==> config.mk <==
export PLATFORM = sky130hd
export DESIGN_NAME = mem_arbiter_flat
export DESIGN_NICKNAME = d
export VERILOG_FILES = /design/src/rtl/mem_arbiter_pkg.sv /design/src/rtl/mem_arbiter_if.sv /design/src/rtl/mem_arbiter_rr_picker.sv /design/src/rtl/mem_arbiter.sv /design/src/flat_wrapper.sv
export SDC_FILE = /design/constraint.sdc
export NUM_CORES = 1
export LEC_CHECK = 0
export CORE_AREA = 8 8 161 163
export DETAILED_ROUTE_END_ITERATION = 6
export DIE_AREA = 0 0 169 171
export HOLD_SLACK_MARGIN = 0.02
export SYNTH_ARGS = -nofsm -noshare
export SYNTH_HDL_FRONTEND = slang
export SYNTH_SLANG_ARGS = --single-unit
==> constraint.sdc <==
create_clock -name CLK -period 1.6 [get_ports CLK]
set_input_delay 0.16 -clock CLK [delete_from_list [all_inputs] [get_ports CLK]]
set_output_delay 0.16 -clock CLK [all_outputs]
set_load 0.01 [all_outputs]
==> src/rtl/mem_arbiter_pkg.sv <==
// mem_arbiter shared types: RAM status, word, FSM state and grant class.
// Imported by the interface, the picker and the arbiter top.
package mem_arbiter_pkg;

  typedef logic [31:0] word_t;

  typedef enum logic [1:0] {
    FREE   = 2'd0,
    BUSY   = 2'd1,
    ACCESS = 2'd2,
    ERROR  = 2'd3
  } ramstate_t;

  typedef enum logic {
    ARB  = 1'b0,
    XFER = 1'b1
  } arb_state_t;

  typedef enum logic {
    GNT_I = 1'b0,
    GNT_D = 1'b1
  } gnt_class_t;

endpackage

==> src/rtl/mem_arbiter_if.sv <==
// Cache-side and RAM-side bundle of the memory arbiter.
// slave is the arbiter view, master is the caches-plus-RAM view.
interface mem_arbiter_if #(
  parameter int NCORES = 2
);
  import mem_arbiter_pkg::*;

  logic [NCORES-1:0] iREN;
  word_t [NCORES-1:0] iaddr;
  logic [NCORES-1:0] iwait;
  word_t [NCORES-1:0] iload;
  logic [NCORES-1:0] dREN;
  logic [NCORES-1:0] dWEN;
  word_t [NCORES-1:0] daddr;
  word_t [NCORES-1:0] dstore;
  logic [NCORES-1:0] dwait;
  word_t [NCORES-1:0] dload;
  logic ramREN;
  logic ramWEN;
  word_t ramaddr;
  word_t ramstore;
  word_t ramload;
  ramstate_t ramstate;

  modport slave (
    input  iREN, iaddr, dREN, dWEN,
    input  daddr, dstore,
    input  ramload, ramstate,
    output iwait, iload, dwait, dload,
    output ramREN, ramWEN,
    output ramaddr, ramstore
  );

  modport master (
    output iREN, iaddr, dREN, dWEN,
    output daddr, dstore,
    output ramload, ramstate,
    input  iwait, iload, dwait, dload,
    input  ramREN, ramWEN,
    input  ramaddr, ramstore
  );

endinterface

==> src/rtl/mem_arbiter_rr_picker.sv <==
// Round-robin picker: first active request at or after ptr,
// ascending with wrap.
module rr_picker #(
  parameter int N  = 2,
  parameter int IW = 1
) (
  input  logic [N-1:0]  req,
  input  logic [IW-1:0] ptr,
  output logic          any,
  output logic [IW-1:0] idx
);

  always_comb begin
    logic [IW-1:0] k;
    any = 1'b0;
    idx = ptr;
    k   = '0;
    for (int i = 0; i < N; i++) begin
      k = IW'((int'(ptr) + i) % N);
      if (!any && req[k]) begin
        any = 1'b1;
        idx = k;
      end
    end
  end

endmodule

==> src/rtl/mem_arbiter.sv <==
// Shares one RAM port between per-core icaches and dcaches.
// dcache beats icache; round-robin across cores within a class.
module mem_arbiter
  import mem_arbiter_pkg::*;
#(
  parameter int NCORES    = 2,
  parameter int BURST_MAX = 4
) (
  input logic          CLK,
  input logic          nRST,
  mem_arbiter_if.slave bus
);

  localparam int IW = (NCORES > 1) ? $clog2(NCORES) : 1;
  localparam int CW = $clog2(BURST_MAX) + 1;

  arb_state_t    state, nstate;
  gnt_class_t    gcls, ngcls;
  logic [IW-1:0] gcore, ngcore;
  logic [IW-1:0] rr, nrr, rr_adv;
  logic [CW-1:0] cnt, ncnt, cnt_acc;

  logic          iany, dany;
  logic [IW-1:0] iidx, didx;
  logic [NCORES-1:0] dreq;
  logic          access, dact, rel;

  assign dreq    = bus.dREN | bus.dWEN;
  assign access  = (bus.ramstate == ACCESS);
  assign dact    = dreq[gcore];
  assign cnt_acc = cnt + CW'(access);
  assign rr_adv  = (gcore == IW'(NCORES - 1))
                 ? '0 : gcore + 1'b1;

  rr_picker #(.N(NCORES), .IW(IW)) u_ipick (
    .req (bus.iREN),
    .ptr (rr),
    .any (iany),
    .idx (iidx)
  );

  rr_picker #(.N(NCORES), .IW(IW)) u_dpick (
    .req (dreq),
    .ptr (rr),
    .any (dany),
    .idx (didx)
  );

  // ERROR is a stall: it neither counts nor releases
  always_comb begin
    rel = 1'b0;
    if (state == XFER) begin
      unique case (gcls)
        GNT_I: rel = access | ~bus.iREN[gcore];
        GNT_D: rel = ~dact
                   | (cnt_acc == CW'(BURST_MAX));
        default: rel = 1'b0;
      endcase
    end
  end

  always_ff @(posedge CLK or negedge nRST) begin
    if (!nRST) begin
      state <= ARB;
      gcls  <= GNT_I;
      gcore <= '0;
      rr    <= '0;
      cnt   <= '0;
    end else begin
      state <= nstate;
      gcls  <= ngcls;
      gcore <= ngcore;
      rr    <= nrr;
      cnt   <= ncnt;
    end
  end

  always_comb begin
    nstate = state;
    ngcls  = gcls;
    ngcore = gcore;
    nrr    = rr;
    ncnt   = cnt;
    unique case (state)
      ARB: begin
        if (dany) begin
          nstate = XFER;
          ngcls  = GNT_D;
          ngcore = didx;
        end else if (iany) begin
          nstate = XFER;
          ngcls  = GNT_I;
          ngcore = iidx;
        end
      end
      XFER: begin
        if (rel) begin
          nstate = ARB;
          nrr    = rr_adv;
          ncnt   = '0;
        end else if (gcls == GNT_D) begin
          ncnt = cnt_acc;
        end
      end
      default: nstate = ARB;
    endcase
  end

  always_comb begin
    bus.iwait    = '1;
    bus.dwait    = '1;
    bus.iload    = '0;
    bus.dload    = '0;
    bus.ramREN   = 1'b0;
    bus.ramWEN   = 1'b0;
    bus.ramaddr  = '0;
    bus.ramstore = '0;
    if (state == XFER) begin
      unique case (gcls)
        GNT_D: begin
          bus.ramWEN   = bus.dWEN[gcore];
          bus.ramREN   = bus.dREN[gcore]
                       & ~bus.dWEN[gcore];
          bus.ramaddr  = bus.daddr[gcore];
          bus.ramstore = bus.dstore[gcore];
          bus.dwait[gcore] = ~access;
          bus.dload[gcore] = bus.ramload;
        end
        GNT_I: begin
          bus.ramREN  = bus.iREN[gcore];
          bus.ramaddr = bus.iaddr[gcore];
          bus.iwait[gcore] = ~access;
          bus.iload[gcore] = bus.ramload;
        end
        default: ;
      endcase
    end
  end

endmodule

==> src/flat_wrapper.sv <==
// flat-port wrapper written by rule: the top's interface ports become plain ports
module mem_arbiter_flat import mem_arbiter_pkg::*;
#(
  parameter int NCORES    = 2,
  parameter int BURST_MAX = 4
)
  (CLK, nRST, bus_iREN, bus_iaddr, bus_dREN, bus_dWEN, bus_daddr, bus_dstore, bus_ramload, bus_ramstate, bus_iwait, bus_iload, bus_dwait, bus_dload, bus_ramREN, bus_ramWEN, bus_ramaddr, bus_ramstore);
  mem_arbiter_if #(.NCORES(NCORES)) bus_i ();
  input logic CLK;
  input logic nRST;
  input wire logic [$bits(bus_i.iREN)-1:0] bus_iREN;
  input wire logic [$bits(bus_i.iaddr)-1:0] bus_iaddr;
  input wire logic [$bits(bus_i.dREN)-1:0] bus_dREN;
  input wire logic [$bits(bus_i.dWEN)-1:0] bus_dWEN;
  input wire logic [$bits(bus_i.daddr)-1:0] bus_daddr;
  input wire logic [$bits(bus_i.dstore)-1:0] bus_dstore;
  input wire logic [$bits(bus_i.ramload)-1:0] bus_ramload;
  input wire logic [$bits(bus_i.ramstate)-1:0] bus_ramstate;
  output wire logic [$bits(bus_i.iwait)-1:0] bus_iwait;
  output wire logic [$bits(bus_i.iload)-1:0] bus_iload;
  output wire logic [$bits(bus_i.dwait)-1:0] bus_dwait;
  output wire logic [$bits(bus_i.dload)-1:0] bus_dload;
  output wire logic [$bits(bus_i.ramREN)-1:0] bus_ramREN;
  output wire logic [$bits(bus_i.ramWEN)-1:0] bus_ramWEN;
  output wire logic [$bits(bus_i.ramaddr)-1:0] bus_ramaddr;
  output wire logic [$bits(bus_i.ramstore)-1:0] bus_ramstore;
  assign bus_i.iREN = bus_iREN;
  assign bus_i.iaddr = bus_iaddr;
  assign bus_i.dREN = bus_dREN;
  assign bus_i.dWEN = bus_dWEN;
  assign bus_i.daddr = bus_daddr;
  assign bus_i.dstore = bus_dstore;
  assign bus_i.ramload = bus_ramload;
  assign bus_i.ramstate = bus_ramstate;
  assign bus_iwait = bus_i.iwait;
  assign bus_iload = bus_i.iload;
  assign bus_dwait = bus_i.dwait;
  assign bus_dload = bus_i.dload;
  assign bus_ramREN = bus_i.ramREN;
  assign bus_ramWEN = bus_i.ramWEN;
  assign bus_ramaddr = bus_i.ramaddr;
  assign bus_ramstore = bus_i.ramstore;
  mem_arbiter #(.NCORES(NCORES), .BURST_MAX(BURST_MAX)) u_core (.CLK(CLK), .nRST(nRST), .bus(bus_i));
endmodule
==> flow_metrics.tcl <==
set metrics [dict create \
    fp.dieH_um 171 \
    ir_drop_uv 722 \
    syn-instance-count 352 \
    grt_pass1_vias 4994 \
    p_seq_share_pct 2.7 \
    cp.required_ps 1440 \
    die_w_um 169 \
    timing.fmax_mhz 498 \
    syn_area_mm2 0.00282 \
    drt_pass1_iterations 4 \
    worstHoldPathType "in -> async" \
    clkLatencyLatePin_ps 240 \
    rr_startpoint "u_core.gcore" \
    drtIter0Drc 130 \
    cts_htree_levels 1 \
    ys_async_sr_fraction_pct 100 \
    nFillCells 2477 \
    reg2reg_slack_ps -270 \
    synth_ff_type "dfrtp_1" \
    hold_viol_final 0 \
    ant_nets 0 \
    gp_congestion 0.838 \
    drc 0 \
    place_area_mm2 0.00774 \
    start_util_pct 12.1 \
    cts.sinks 7 \
    fin_area_mm2 0.00847 \
    clk_pin_slew_worst_paths_ps 40 \
    post_drt_via_cell_ratio 3.99 \
    area_growth_pct 200 \
    avgSynthCellArea_um2 8.02 \
    power.leakage_nw 3.80 \
    critPathKind "reg -> out" \
    fin_skew_ps 3.34 \
    synth_top_area_share_pct 28.6 \
    period_needed_ps 2010 \
    crit_chain "buf_12 -> buf_12 -> buf_16 -> mux4_2 -> and2_4 -> buf_2" \
    yosys.area.top_type "and2_1" \
    routedWlPerCell_um 19.8 \
    clock_power_share_pct 3.5 \
    fin_hold_ws_ps 206 \
    grt_usage_pct 14.2 \
    switching_share_pct 40.7 \
    vias 4563 \
    pin_count 432 \
    numPortBuffers 431 \
    fin_ws_ps -407 \
    clockBufferDepth 2 \
    synth_nets 588 \
    ys_warn_count 0 \
    finalWirelength_um 22700 \
    reg2regPathDepth 8 \
    worstPathMaxFanout 6 \
    tightest_slew_ps 388 \
    grt_max_degree 37 \
    synthTopCellsByArea "and2_1, mux4_2, mux2i_1, and3_1, dfrtp_1" \
    slowest_delay_ps 490 \
    worstSetupEndpointType "primary output" \
    fin_nets 1062 \
    diodes 0 \
    gr-total-overflow 0 \
    worst_r2r_endpoint "u_core.rr" \
    power.internal_mw 7.34 \
    combPwrFrac_pct 93.8 \
    critical_path.top_delay_family "buffers and inverters" \
    cpMaxStageDelayCell "dfrtp_4" \
    core_mm2 0.0233 \
    yosysUniqueCellTypes 26 \
    slew_viol_final 0 \
    path_common_cell "buf_12" \
    critical_path_buf_inv_count 4 \
    p_switching_mw 5.03 \
    start_kind "flip-flop" \
    postCtsHoldBufs 0 \
    dp_hpwl_um 17000 \
    antenna_found_initial 0 \
    cap_violations 0 \
    synth-seq-area-share_pct 6.21 \
    layout-drive-gt1-share_pct 44.5 \
    cts_tree "done" \
    p_per_area_mw_per_mm2 1460 \
    ys_ff_latch 7 \
    fin_crit_sh_pct 125 \
    slew_headroom_pct 74.1 \
    root_buffer "clkbuf_16" \
    violations "setup timing" \
    rsz0062_at_grt "true" \
    setup_viol 200 \
    status "finished with violations" \
    grt_pass1_wl_um 31000 \
    die_area_mm2 0.0289 \
    synth-edff-count 0 \
    placementRows 56 \
    numCtsBuffers 3 \
    arrival_ps 1850 \
]
[metrics by stage]
stage               worst slack, ps  instances  utilization, %  setup TNS (ps)  total power, mW
finish                         -407       1144            36.4          -45180             12.4
global route                   -462       1144            36.4          -55330             13.2
CTS                            -410       1130            34.6          -42900             11.6
detailed placement             -788       1094            33.3          -65870             9.91
global placement               -749       1094            33.3          -66630             9.90
floorplan                      -141        352               -            -360             4.70
[synthesized netlist by cell type (all sizes together), types with 2 or more instances]
master and n:
ha 2, inv 3, dfrtp 7, a21oi 6, mux2i 35, nor2 40, nand2 12, mux4 32
clkbuf 23, and2 129, and3 32, nor3 2, buf 14, o21ai 4
[cell type report]
| class | instances | area (um2) | area share [%] |
|---|---|---|---|
| Sequential cell | 7 | 180 | 2.13 |
| Tap cell | 319 | 399 | 4.71 |
| Timing Repair Buffer | 506 | 5090 | 60.1 |
| Multi-Input combinational cell | 305 | 2710 | 32.0 |
| Clock buffer | 4 | 78.8 | 0.931 |
| Inverter | 3 | 11.3 | 0.133 |
[cell usage in the layout, fill, tap and decap left out, types with 2 or more instances in the layout]
master,n
and3_1,15
mux2i_2,2
and2_4,28
buf_6,63
buf_8,3
buf_12,14
nand2_1,12
inv_1,3
buf_16,11
buf_2,92
clkbuf_2,3
mux4_2,32
ha_4,2
clkdlybuf4s50_1,231
dfrtp_1,5
a21oi_1,6
mux2i_1,32
clkdlybuf4s15_2,48
o21ai_0,3
and2_1,101
clkbuf_16,8
dlygate4sd2_1,3
and3_4,17
buf_4,32
nor2_1,39
[power groups by stage]
stage / clock network (mW) / logic, mW / registers, mW
6_report: 0.433 / 11.6 / 0.331
5_1_grt: 0.448 / 12.4 / 0.343
4_1_cts: 0.440 / 10.8 / 0.329
3_5_place_dp: 0 / 9.54 / 0.377
3_3_place_gp: 0 / 9.52 / 0.381
2_1_floorplan: 0 / 4.40 / 0.294
[logic make-up after synthesis]
kind of cell,synth area share [%]
buffers and inverters,6.12
AO/OA/AOI/OAI,3.46
multiplexers,37.9
XOR/XNOR,0.621
adder cells (fa/ha/maj),0.886
flip-flops,6.21
AND/OR/NAND/NOR,44.8
[flip-flops by register name, summed over array words and instances, names as in the netlist]
register and flops:
u_core.cnt 3, u_core.gcls 1, u_core.rr 1, u_core.gcore 1, u_core.state 1
[worst max-delay path by stage]
stage | from | end | slack, ps | cells after the start
floorplan | bus_ramstate[1] | u_core.rr | -140 | 8
finish | u_core.gcore | bus_ramaddr[18] | -410 | 6
global route | u_core.gcore | bus_ramaddr[29] | -460 | 6
detailed placement | bus_ramstate[1] | u_core.rr | -790 | 8
CTS | u_core.gcore | bus_ramaddr[27] | -410 | 6
global placement | bus_ramstate[1] | u_core.rr | -750 | 8
[layer usage]
layer / vias to the layer above / GRT usage (%) / wire (um)
li1: 2170 / - / -
met1: 2139 / 15.1 / 8700
met2: 231 / 27.5 / 12100
met3: 23 / 3.16 / 1440
met4: 0 / 3.77 / 440
met5: - / 0 / 0
[repair_timing]
item | in CTS | in global routing
setup endpoints to repair | 203 | 199
gates resized for setup | 813 | 75
pin swaps | 9 | 5
gates cloned | 12 | 5
setup buffers | 21 | 13
No activity file was read; power rests on OpenSTA's default activity.
